## config.mk

```make
export PLATFORM = sky130hd
export DESIGN_NAME = xeng_window_sched
export DESIGN_NICKNAME = d
export VERILOG_FILES = /design/src/rtl/xeng_window_sched_pkg.sv /design/src/rtl/xeng_window_sched_delay.sv /design/src/rtl/xeng_window_sched.sv
export SDC_FILE = /design/constraint.sdc
export NUM_CORES = 1
export LEC_CHECK = 0
export CELL_PAD_IN_SITES_DETAIL_PLACEMENT = 1
export CELL_PAD_IN_SITES_GLOBAL_PLACEMENT = 1
export CORE_ASPECT_RATIO = 1.2
export CORE_UTILIZATION = 46
export DETAILED_ROUTE_END_ITERATION = 12
export PLACE_DENSITY = 0.88
export SLEW_MARGIN = 20
export SYNTH_ARGS = -nofsm -noshare
export SYNTH_HDL_FRONTEND = slang
export SYNTH_SLANG_ARGS = --single-unit
```

## constraint.sdc

```tcl
create_clock -name clk -period 4.1 [get_ports clk]
set_clock_uncertainty 0.1 [all_clocks]
set_input_delay 0.615 -clock clk [delete_from_list [all_inputs] [get_ports clk]]
set_output_delay 0.615 -clock clk [all_outputs]
set_load 0.01 [all_outputs]
```

## src/rtl/xeng_window_sched_pkg.sv

```systemverilog
// Shared definitions for the X-engine window scheduler: FSM encoding and
// the address-width / window-length derivations.
package xeng_window_sched_pkg;

   typedef enum logic [1:0] {
      ST_IDLE = 2'd0,
      ST_SYNC = 2'd1,
      ST_RUN  = 2'd2
   } sched_state_t;

   localparam int UNDERRUN_W = 16;
   localparam int N_BUFS     = 2;

   // Read address is {sample_idx, ant_idx}.
   function automatic int addr_w(input int n_ants, input int sal_bits);
      return $clog2(n_ants) + sal_bits;
   endfunction

   function automatic int win_len(input int n_ants, input int sal_bits);
      return n_ants << sal_bits;
   endfunction

endpackage

```

## src/rtl/xeng_window_sched_delay.sv

```systemverilog
// Resettable LATENCY-deep register pipeline that lines the scheduler's
// control/timestamp word up with the buffer read data.
module xeng_sched_delay #(
   parameter int LATENCY = 2,
   parameter int WIDTH   = 50
) (
   input  logic             clk,
   input  logic             rst,
   input  logic [WIDTH-1:0] din,
   output logic [WIDTH-1:0] dout
);

   genvar gi;
   generate
      if (LATENCY == 0) begin : g_bypass
         assign dout = din;
      end else begin : g_pipe
         for (gi = 0; gi < LATENCY; gi++) begin : g_stage
            logic [WIDTH-1:0] stage_reg;
            if (gi == 0) begin : g_first
               always_ff @(posedge clk) begin
                  if (rst) stage_reg <= '0;
                  else     stage_reg <= din;
               end
            end else begin : g_next
               always_ff @(posedge clk) begin
                  if (rst) stage_reg <= '0;
                  else     stage_reg <= g_stage[gi-1].stage_reg;
               end
            end
         end
         assign dout = g_stage[LATENCY-1].stage_reg;
      end
   endgenerate

endmodule

```

## src/rtl/xeng_window_sched.sv

```systemverilog
// Ping-pong buffer read scheduler for the X-engine: emits back-to-back read
// windows, tracks buffer occupancy and produces aligned sync/valid/mcnt.
module xeng_window_sched
   import xeng_window_sched_pkg::*;
#(
   parameter int N_ANTS              = 64,
   parameter int SERIAL_ACC_LEN_BITS = 7,
   parameter int MCNT_WIDTH          = 48,
   parameter int BRAM_LATENCY        = 2,
   localparam int ADDR_W             = addr_w(N_ANTS, SERIAL_ACC_LEN_BITS)
) (
   input  logic                  clk,
   input  logic                  rst,
   input  logic                  en,
   input  logic [1:0]            buf_fill,
   input  logic [MCNT_WIDTH-1:0] fill_mcnt,
   output logic [ADDR_W-1:0]     rd_addr,
   output logic                  rd_sel,
   output logic [1:0]            buf_free,
   output logic                  sync_out,
   output logic                  vld_out,
   output logic [MCNT_WIDTH-1:0] mcnt_out,
   output logic [15:0]           underrun_cnt,
   output logic                  overflow
);

   localparam int WIN_LEN = win_len(N_ANTS, SERIAL_ACC_LEN_BITS);
   localparam logic [ADDR_W-1:0] LAST_ADDR = ADDR_W'(WIN_LEN - 1);
   localparam int PIPE_W = MCNT_WIDTH + 2;

   sched_state_t            state_reg;
   logic [ADDR_W-1:0]       cnt_reg;
   logic                    cur_reg;
   logic                    win_vld_reg;
   logic [UNDERRUN_W-1:0]   underrun_reg;
   logic                    overflow_reg;
   logic [N_BUFS-1:0]       full_reg;
   logic [MCNT_WIDTH-1:0]   mcnt_reg [N_BUFS];
   logic [MCNT_WIDTH-1:0]   mcnt_last_reg;

   logic                    win_end;
   logic                    end_valid;
   logic                    cur_next;
   logic [N_BUFS-1:0]       clear;
   logic [N_BUFS-1:0]       full_next;
   logic [N_BUFS-1:0]       ovf_hit;
   logic                    raw_sync;
   logic                    raw_vld;
   logic [MCNT_WIDTH-1:0]   raw_mcnt;
   logic [PIPE_W-1:0]       pipe_out;

   assign win_end   = (state_reg == ST_RUN) && (cnt_reg == LAST_ADDR);
   assign end_valid = win_end && win_vld_reg;
   assign cur_next  = cur_reg ^ end_valid;

   // A fill landing on the same cycle as the consume-clear wins: the buffer
   // was legitimately refilled, so it is neither freed nor an overflow.
   genvar gi;
   generate
      for (gi = 0; gi < N_BUFS; gi++) begin : g_buf
         assign clear[gi]     = end_valid && (cur_reg == 1'(gi));
         assign full_next[gi] = buf_fill[gi] | (full_reg[gi] & ~clear[gi]);
         assign ovf_hit[gi]   = buf_fill[gi] & full_reg[gi] & ~clear[gi];
      end
   endgenerate

   always_ff @(posedge clk) begin
      if (rst) begin
         full_reg      <= '0;
         overflow_reg  <= 1'b0;
         for (int b = 0; b < N_BUFS; b++) mcnt_reg[b] <= '0;
      end else begin
         full_reg <= full_next;
         if (|ovf_hit) overflow_reg <= 1'b1;
         for (int b = 0; b < N_BUFS; b++) begin
            if (buf_fill[b]) mcnt_reg[b] <= fill_mcnt;
         end
      end
   end

   // Window validity is registered one cycle early from next-state occupancy,
   // which equals sampling full[cur] on the window's first cycle.
   always_ff @(posedge clk) begin
      if (rst) begin
         state_reg    <= ST_IDLE;
         cnt_reg      <= '0;
         cur_reg      <= 1'b0;
         win_vld_reg  <= 1'b0;
         underrun_reg <= '0;
      end else begin
         case (state_reg)
            ST_IDLE: begin
               cnt_reg     <= '0;
               win_vld_reg <= 1'b0;
               if (en) state_reg <= ST_SYNC;
            end
            ST_SYNC: begin
               state_reg   <= ST_RUN;
               cnt_reg     <= '0;
               win_vld_reg <= full_next[cur_reg];
            end
            ST_RUN: begin
               if (win_end) begin
                  cnt_reg <= '0;
                  cur_reg <= cur_next;
                  if (!win_vld_reg && (underrun_reg != {UNDERRUN_W{1'b1}}))
                     underrun_reg <= underrun_reg + 1'b1;
                  if (en) begin
                     win_vld_reg <= full_next[cur_next];
                  end else begin
                     state_reg   <= ST_IDLE;
                     win_vld_reg <= 1'b0;
                  end
               end else begin
                  cnt_reg <= cnt_reg + 1'b1;
               end
            end
            default: begin
               state_reg   <= ST_IDLE;
               cnt_reg     <= '0;
               win_vld_reg <= 1'b0;
            end
         endcase
      end
   end

   assign raw_sync = (state_reg == ST_SYNC);
   assign raw_vld  = (state_reg == ST_RUN) && win_vld_reg;
   assign raw_mcnt = raw_vld ? mcnt_reg[cur_reg] : mcnt_last_reg;

   always_ff @(posedge clk) begin
      if (rst) mcnt_last_reg <= '0;
      else     mcnt_last_reg <= raw_mcnt;
   end

   xeng_sched_delay #(
      .LATENCY (BRAM_LATENCY),
      .WIDTH   (PIPE_W)
   ) u_delay (
      .clk  (clk),
      .rst  (rst),
      .din  ({raw_sync, raw_vld, raw_mcnt}),
      .dout (pipe_out)
   );

   assign sync_out     = pipe_out[PIPE_W-1];
   assign vld_out      = pipe_out[PIPE_W-2];
   assign mcnt_out     = pipe_out[MCNT_WIDTH-1:0];
   assign rd_addr      = cnt_reg;
   assign rd_sel       = cur_reg;
   assign buf_free     = clear;
   assign underrun_cnt = underrun_reg;
   assign overflow     = overflow_reg;

endmodule

```

==> flow_summary.yaml <==
setup_path:
  slowest_delay_ps: 560
  path_class: "flop to output pin"
  worstPathCellList: "ha_1 -> nand3_2 -> or4_1 -> buf_4 -> nor2_1 -> ha_1 -> clkdlybuf4s50_1"
  arrival_ps: 3140
  worstSetupEndpointType: "output pin"
  crit_slowest_cell: "or4_1"
  crit_top_cell: "ha_1"
  path_max_fanout: 26
  worst_setup_path_start_kind: "flop"
  ff2ff_setup_slack_ps: 1160
  critPathTopFamily: "simple AND/OR/NAND/NOR gates"
  required_ps: 3380
  path_buf_inv: 2
clock_network:
  ctsHoldBuffers: 0
  path_clk_slew_ps: 60
  post_cts.repair.setup_buffers: 0
  cts_tree: "done"
  cts_buffers: 24
  cts.path.max_buffers: 3
  clock_latency_ps: 510
  h-tree-depth: 1
  cts_resized: 0
  cts_root_buf: "clkbuf_16"
  numClockSinks: 233
sta:
  slew_viol_final: 0
  setup_viol: 0
  worstMarginPinSlew_ps: 1008
  relSlewSlack_pct: 32.81
  max_freq_mhz: 259.7
  timing.final.crit_period_ps: 3850
  finalHoldViolCount: 0
  finalCritPeriodShare_pct: 93.91
  fin_tns_setup_ps: 0
  rsz0062_at_grt: "no"
  fin_ws_ps: 249.8
  whs_ps: 352.7
placed_design:
  portBuffers: 135
  hpwl_mm: 13.68
  routabilityCongestion: 0.8292
  dpl_cell_area_mm2: 0.01020
  dp_slack_ps: 758.8
grt:
  grt_use_total_pct: 21.68
  antenna_found_initial: 0
  grt_max_degree: 97
  first_global_vias: 6299
  grt_pass1_wl_mm: 32.95
  overflow: 0
min_path:
  hp-class: "flop to flop"
layout:
  final_util_pct: 60.05
  drive_above_1_share_pct: 7.363
  fill_cells: 1824
  largest_register_ffs: 96
  design_area_mm2: 0.01100
  n_antenna_cell: 0
  nets: 885
  synthToLayoutAreaGrowth_pct: 27.18
detailed_routing:
  num_vias: 5736
  firstDrtPassIters: 4
  wl_mm: 20.82
  drc: 0
  avgRoutedWirePerCell_um: 19.03
  initialDrtViolationCount: 295
  ant_nets: 0
  viasPerCell: 5.243
yosys:
  synth_most_common_cell: "dfxtp_1"
  yosysSeqAreaShare_pct: 65.07
  synth_edf_count: 96
  async_reset_ff_share_pct: 0
  synth_commonest_cells: "dfxtp_1 (137), edfxtp_1 (96), nor2_1 (76)"
  ys.flop_type: "dfxtp_1"
  netlist_instances: 699
  ys_ff_latch: 233
  ys_warn_count: 0
  synth_top_area_share_pct: 33.34
  synth_top_cell_by_area: "edfxtp_1"
  netlist_area_mm2: 0.008646
  ys_top_cells_by_area: "edfxtp_1 (33%), dfxtp_1 (32%), mux2i_1 (5.6%)"
  syn_avg_cell_area_um2: 12.37
  mappedNetlistNets: 760
  synth.distinct_cells: 46
power:
  powerDensity_mw_per_mm2: 455.9
  vdd_ir_drop_max_mv: 0.3177
  leakage_uw: 0.003757
floorplan:
  coreArea_mm2: 0.01831
  die_x_um: 127.2
  dieArea_mm2: 0.01935
  io_pins: 136
  die_y_um: 152.2
  start_util_pct: 47.22
  num_rows: 54
status:
  status: "complete, no violations"
run:
  cap_violations: 0
kinds of logic (layout without fill, tap and decap cells):
family / after synthesis / in the layout / share of synthesized area (%)
muxes: 53 / 53 / 6.208
xor gates and xnor gates: 10 / 10 / 1.013
adders and majority gates: 8 / 8 / 1.158
DFF: 233 / 233 / 65.07
and+or+nand+nor: 254 / 254 / 16.86
AOI/OAI and AO/OA: 86 / 86 / 7.135
buffers and inverters: 55 / 198 / 2.561
routing by layer:
| metal | wire [µm] | vias up | share of wire [%] | GRT usage, % |
|---|---|---|---|---|
| li1 | - | 2735 | - | - |
| met1 | 8233 | 2801 | 40 | 24.61 |
| met2 | 11270 | 157 | 54 | 41.23 |
| met3 | 820 | 43 | 3.9 | 3.090 |
| met4 | 494 | 0 | 2.4 | 6.973 |
| met5 | 0 | - | 0 | 0 |
through the flow:
step / total power, µW / cells
2_1_floorplan: 2749 / 699
3_3_place_gp: 2843 / 1050
3_5_place_dp: 2877 / 1050
4_1_cts: 5058 / 1094
5_1_grt: 5166 / 1094
6_report: 5013 / 1094
final cells by class:
cell class	count	area, µm²	area share [%]
Inverter	11	41.29	0.3755
Tap cell	252	315.3	2.868
Multi-Input combinational cell	411	2804	25.50
Timing Repair Buffer	143	1409	12.81
Sequential cell	233	5627	51.17
Clock buffer	35	703.2	6.395
Clock inverter	9	96.34	0.8762
report_power, final:
group / internal (µW) / switching (µW) / total, µW
sequential: 2530 / 37.5 / 2570
combinational: 115 / 148 / 263
clock: 1310 / 871 / 2190
total: 3960 / 1060 / 5010
path summary, 6_finish.rpt:
path | from | end | cells past startpoint
worst max-delay path | rd_addr[0] | buf_free[1] | 7
worst max register to register | rd_addr[0] | win_vld_reg | 10
worst min-delay path | u_delay.g_pipe.g_stage[0].stage_reg[49] | u_delay.dout[49] | 1
worst min register to register | u_delay.g_pipe.g_stage[0].stage_reg[49] | u_delay.dout[49] | 1
placed cells by master, fill, tap and decap left out, types with 8 or more instances in the layout:
cell type,instances
inv_1,11
a21oi_1,17
clkbuf_16,25
clkdlybuf4s50_1,134
or4_1,9
nand3_1,9
a211oi_1,48
nor2_1,75
dfxtp_1,136
and2_1,49
mux2i_1,48
nor2b_1,57
edfxtp_1,96
buf_4,9
nand2_1,11
ha_1,8
Note: power is estimated with default switching activity, not from simulation.
